## config.mk

```make
export PLATFORM = sky130hd
export DESIGN_NAME = grpbuf_write_arbiter
export DESIGN_NICKNAME = d
export VERILOG_FILES = /design/src/rtl/grpbuf_write_arbiter.sv
export SDC_FILE = /design/constraint.sdc
export NUM_CORES = 1
export LEC_CHECK = 0
export ABC_AREA = 1
export BUFFER_PORTS_ARGS = -buffer_cell sky130_fd_sc_hd__buf_2
export CORE_ASPECT_RATIO = 2
export CORE_MARGIN = 3
export CORE_UTILIZATION = 53
export DETAILED_ROUTE_END_ITERATION = 12
export GPL_TIMING_DRIVEN = 1
export PLACE_DENSITY = 0.82
export SLEW_MARGIN = 30
export SYNTH_ARGS = -nofsm -noshare
export SYNTH_HDL_FRONTEND = slang
export SYNTH_SLANG_ARGS = --single-unit
```

## constraint.sdc

```tcl
create_clock -name clk -period 5.87 [get_ports clk]
set_input_delay 0.8805 -clock clk [delete_from_list [all_inputs] [get_ports clk]]
set_output_delay 0.8805 -clock clk [all_outputs]
set_load 0.02 [all_outputs]
```

## src/rtl/grpbuf_write_arbiter.sv

```systemverilog
// grpbuf_write_arbiter: round-robin arbiter muxing up to five producers onto the group buffer write/read-back port
module grpbuf_write_arbiter #(
  parameter int N_REQ       = 5,
  parameter int DW          = 12,
  parameter int AW          = 10,
  parameter int TIMEOUT_CYC = 4096,
  parameter int GUARD_CYC   = 16
) (
  input  logic                clk,
  input  logic                reset,
  input  logic [N_REQ-1:0]    req,
  input  logic [N_REQ*DW-1:0] req_data,
  input  logic [N_REQ*AW-1:0] req_addr,
  input  logic [N_REQ-1:0]    req_wren,
  input  logic [N_REQ*AW-1:0] req_rdaddr,
  input  logic [N_REQ-1:0]    req_rden,
  input  logic                swch,
  output logic [N_REQ-1:0]    gnt,
  output logic [DW-1:0]       comm_data,
  output logic [AW-1:0]       comm_addr,
  output logic                comm_wren,
  output logic [AW-1:0]       comm_rdaddr,
  output logic                comm_rden,
  output logic                active,
  output logic                timeout_flag,
  output logic [2:0]          timeout_id
);
  localparam int WW = $clog2(TIMEOUT_CYC);
  localparam int GW = $clog2(GUARD_CYC) + 1;
  typedef enum logic [1:0] {IDLE, HOLD, GUARD} state_t;
  state_t           state_q, state_d;
  logic [N_REQ-1:0] gnt_q, gnt_d, mask_q, mask_d, elig;
  logic [2:0]       id_q, id_d, ptr_q, ptr_d, tid_q, tid_d, pick, cand;
  logic [2:0]       sync_q, sync_d;
  logic             pick_ok, pend_q, pend_d, tflag_q, tflag_d, sw_edge, hold_d;
  logic [WW-1:0]    wd_q, wd_d;
  logic [GW-1:0]    gc_q, gc_d;
  logic [DW-1:0]    data_q, data_d;
  logic [AW-1:0]    addr_q, addr_d, rdaddr_q, rdaddr_d;
  logic             wren_q, wren_d, rden_q, rden_d;

  assign elig    = req & ~mask_q;
  assign sync_d  = {sync_q[1:0], swch};
  assign sw_edge = sync_q[1] ^ sync_q[2];

  // pick the first eligible requester after the pointer, wrapping to 0
  always_comb begin
    pick_ok = 1'b0;
    pick    = '0;
    cand    = '0;
    for (int k = N_REQ; k >= 1; k--) begin
      cand = 3'((int'(ptr_q) + k) % N_REQ);
      if (elig[cand]) begin
        pick_ok = 1'b1;
        pick    = cand;
      end
    end
  end

  // arbitration state machine; the IDLE cycle after a guard is the last of its dead cycles
  always_comb begin
    state_d = state_q;
    gnt_d   = gnt_q;
    id_d    = id_q;
    ptr_d   = ptr_q;
    pend_d  = pend_q | sw_edge;
    wd_d    = wd_q;
    gc_d    = gc_q;
    mask_d  = mask_q;
    tflag_d = tflag_q;
    tid_d   = tid_q;
    case (state_q)
      IDLE: begin
        if (pend_d) begin
          state_d = GUARD;
          gc_d    = GW'(1);
          pend_d  = 1'b0;
        end else if (pick_ok) begin
          state_d = HOLD;
          gnt_d   = N_REQ'(1) << pick;
          id_d    = pick;
          wd_d    = '0;
        end
      end
      HOLD: begin
        if (!req[id_q] || wd_q == WW'(TIMEOUT_CYC - 1)) begin
          if (req[id_q]) begin
            tflag_d        = 1'b1;
            tid_d          = id_q;
            mask_d[id_q]   = 1'b1;
          end
          state_d = pend_d ? GUARD : IDLE;
          gnt_d   = '0;
          ptr_d   = id_q;
          gc_d    = GW'(1);
          pend_d  = 1'b0;
        end else begin
          wd_d = wd_q + WW'(1);
        end
      end
      GUARD: begin
        pend_d = 1'b0;
        if (sw_edge) begin
          gc_d = GW'(1);
        end else if (gc_q >= GW'(GUARD_CYC - 1)) begin
          state_d = IDLE;
        end else begin
          gc_d = gc_q + GW'(1);
        end
      end
      default: state_d = IDLE;
    endcase
    mask_d = mask_d & req;
  end

  // port mux, registered alongside the grant so data lines up with gnt
  always_comb begin
    hold_d   = |gnt_d;
    data_d   = hold_d ? req_data[int'(id_d)*DW +: DW] : '0;
    addr_d   = hold_d ? req_addr[int'(id_d)*AW +: AW] : '0;
    rdaddr_d = hold_d ? req_rdaddr[int'(id_d)*AW +: AW] : '0;
    wren_d   = hold_d & req_wren[id_d];
    rden_d   = hold_d & req_rden[id_d];
  end

  // state and output registers
  always_ff @(posedge clk or negedge reset) begin
    if (!reset) begin
      state_q  <= IDLE;
      gnt_q    <= '0;
      id_q     <= '0;
      ptr_q    <= 3'(N_REQ - 1);
      pend_q   <= 1'b0;
      wd_q     <= '0;
      gc_q     <= '0;
      mask_q   <= '0;
      tflag_q  <= 1'b0;
      tid_q    <= '0;
      sync_q   <= '0;
      data_q   <= '0;
      addr_q   <= '0;
      rdaddr_q <= '0;
      wren_q   <= 1'b0;
      rden_q   <= 1'b0;
    end else begin
      state_q  <= state_d;
      gnt_q    <= gnt_d;
      id_q     <= id_d;
      ptr_q    <= ptr_d;
      pend_q   <= pend_d;
      wd_q     <= wd_d;
      gc_q     <= gc_d;
      mask_q   <= mask_d;
      tflag_q  <= tflag_d;
      tid_q    <= tid_d;
      sync_q   <= sync_d;
      data_q   <= data_d;
      addr_q   <= addr_d;
      rdaddr_q <= rdaddr_d;
      wren_q   <= wren_d;
      rden_q   <= rden_d;
    end
  end

  assign gnt          = gnt_q;
  assign comm_data    = data_q;
  assign comm_addr    = addr_q;
  assign comm_wren    = wren_q;
  assign comm_rdaddr  = rdaddr_q;
  assign comm_rden    = rden_q;
  assign active       = |gnt_q;
  assign timeout_flag = tflag_q;
  assign timeout_id   = tid_q;
endmodule

```

==> impl_results.md <==
- Finish-stage setup viols: 0
- Drt first pass iters: 7
- Post-detailed-route via-to-cell ratio: 5.42
- Nets@finish: 1509
- Most used DFF post-synth: dfrtp_1
- Placed Instances: 1447
- CTS Buffer Depth: 2
- Worst endpoint data arrival time: 5270 ps
- Post-route clock period utilization: 86.0%
- Yosys reg bits: 77
- Crit start category: flip-flop
- Worst relative slew slack: 51.6%
- Unrepaired setup endpoints after global routing: no
- Top delay family on crit path: simple AND/OR/NAND/NOR gates
- Mean routed wirelength per cell: 15.0 um
- CP max-delay cell: nor2_4
- Max incr delay on CP: 590 ps
- I/O Pins: 222
- WP data required: 6090 ps
- Detailed Route WL: 22.0 mm
- Remaining routing DRC violations: 0
- Chip Width: 87.7 um
- Initial Utilization: 54.2%
- Core Area: 0.0131 mm2
- Net Count, Synth: 1317
- Number of global-route vias before repair: 7437
- Layout cells sized above 1: 23.8%
- FILL cells: 1226
- Clock-pin slew on the worst setup and hold paths: 60 ps
- CTS tree: yes
- Post-synth ARST share: 100%
- # diodes: 0
- Post-synth EDFFs: 0
- Clock sinks: 77
- Initial antenna violation count: 0
- Congestion Overflow GR: 0
- Outcome: completed
- Main area contributors after synthesis: dfrtp_1 27%, nand3_1 16%, nand2_1 15%
- Crit path time final: 5050 ps
- Vias: 7925
- Post-CTS Setup Bufs: 0
- Port bufs: 221
- Mapped Cells: 1114
- Post-Syn Area per Cell: 6.36 um2
- Crit. End Element: flip-flop
- Most frequent CP cell: nand2_1
- DP HPWL: 17.6 mm
- Max-Cap Viols: 0
- Hold Vio Cnt, Final: 0
- Synth-to-Final Area Change: 20.2%
- Post-route setup TNS: 0 ps
- GRT Total Usage: 29.4%
- Most common library cell in the layout ignoring fill and taps: nand2_1
- DRT iter0 DRCs: 556
- First-pass GRT wire length: 34.6 mm
- Synth warnings: 0
- Commonest non-fill, non-tap cells in the layout: 289 x nand2_1, 229 x nand3_1, 220 x buf_2
- CP Max Fanout: 26
- FMAX: 198 MHz
- Buf/Inv on CP: 4
- Register area share after synthesis: 27.2%
- Die ar.: 0.0149 mm2
- Mapped Area: 0.00708 mm2
- Final ANT Viol Nets: 0
- Post-synth top area cell: dfrtp_1
- Max Slew Vio Count: 0
- Rows: 59
- Least-Margin Pin Slew: 724 ps
- Final Instance Count excl. Fillers: 1463
- Critical path class: flip-flop to flip-flop
- Clk_skew: 7.90 ps
- H-tree levels: 3
- Largest net degree at the start of global routing: 78
- Unique masters post-synth: 42
- Worst-Skew Late Latency: 340 ps
- Post-CTS resize count: 0
- Worst hold path type: flip-flop to flip-flop
- Final GP Congestion: 0.976
- Cts hold-fix bufs: 0
- Total CTS buffers: 9
- Area share of the largest cell type after synthesis: 26.9%
- Die Height: 169 um
- Clk root buf: clkbuf_16
## cell usage after synthesis, types with 13 or more instances
cell type,number
buf_6,13
dfrtp_1,76
inv_1,184
nand3_1,229
a21oi_1,43
clkbuf_1,13
nor2_1,41
nand3b_1,37
buf_2,21
o21ai_0,31
nand2_1,289
ha_1,25
nand2_2,20
## per-stage QoR
stage / hold slack (ps) / utilization (%) / area, um2 / worst slack (ps)
2_1_floorplan: 331 / - / 7080 / 1530
3_3_place_gp: 334 / 62.5 / 8160 / 1100
3_5_place_dp: 353 / 62.5 / 8160 / 913
4_1_cts: 366 / 65.1 / 8500 / 869
5_1_grt: 370 / 65.1 / 8510 / 272
6_report: 359 / 65.1 / 8510 / 824
## final cells by class
cell class | instances | area, um2 | area share [%]
sequential | 77 | 1930 | 22.7
clock buffer | 10 | 229 | 2.69
multi-input combinational | 791 | 4110 | 48.3
inverter | 194 | 728 | 8.56
tap | 152 | 190 | 2.24
clock inverter | 6 | 111 | 1.31
timing repair buffer | 233 | 1210 | 14.3
## per-layer routing
metal | part of all wire, % | wire [um] | track usage (%)
met1 | 35 | 7620 | 29.9
met2 | 53 | 11600 | 53.6
met3 | 6.0 | 1320 | 5.10
met4 | 6.7 | 1460 | 18.4
met5 | 0 | 0 | 0
## sequential cells by signal (all words and copies together) (netlist names), 2 cells and up
register	cells
comm_data	12
wd_q	12
comm_addr	10
comm_rdaddr	10
gc_q	5
gnt	5
mask_q	5
id_q	3
ptr_q	3
sync_q	3
timeout_id	3
state_q	2
## worst paths after layout
kind,startpoint,endpoint,slack (ps),depth (start not counted)
worst min-delay path,sync_q[0],sync_q[1],360,0
worst max register to register,ptr_q[1],comm_data[0],820,31
worst max-delay path,ptr_q[1],comm_data[0],820,31
worst min register to register,sync_q[0],sync_q[1],360,0
max in group asynchronous,reset,wd_q[1],4840,1
min in group asynchronous,reset,timeout_flag,540,1
## kinds of logic (layout without fill, tap and decap cells)
family	count (synthesis)	after routing	synth area share [%]
simple gates	653	653	43.3
compound gates	109	109	9.70
fa+ha+maj	25	25	4.42
buf+inv	246	443	14.8
flops	77	77	27.2
xor+xnor	4	4	0.495
Power is left out: the tool's default activity adds up to more than one toggle a clock period on the data nets, which glitch-free logic cannot reach.
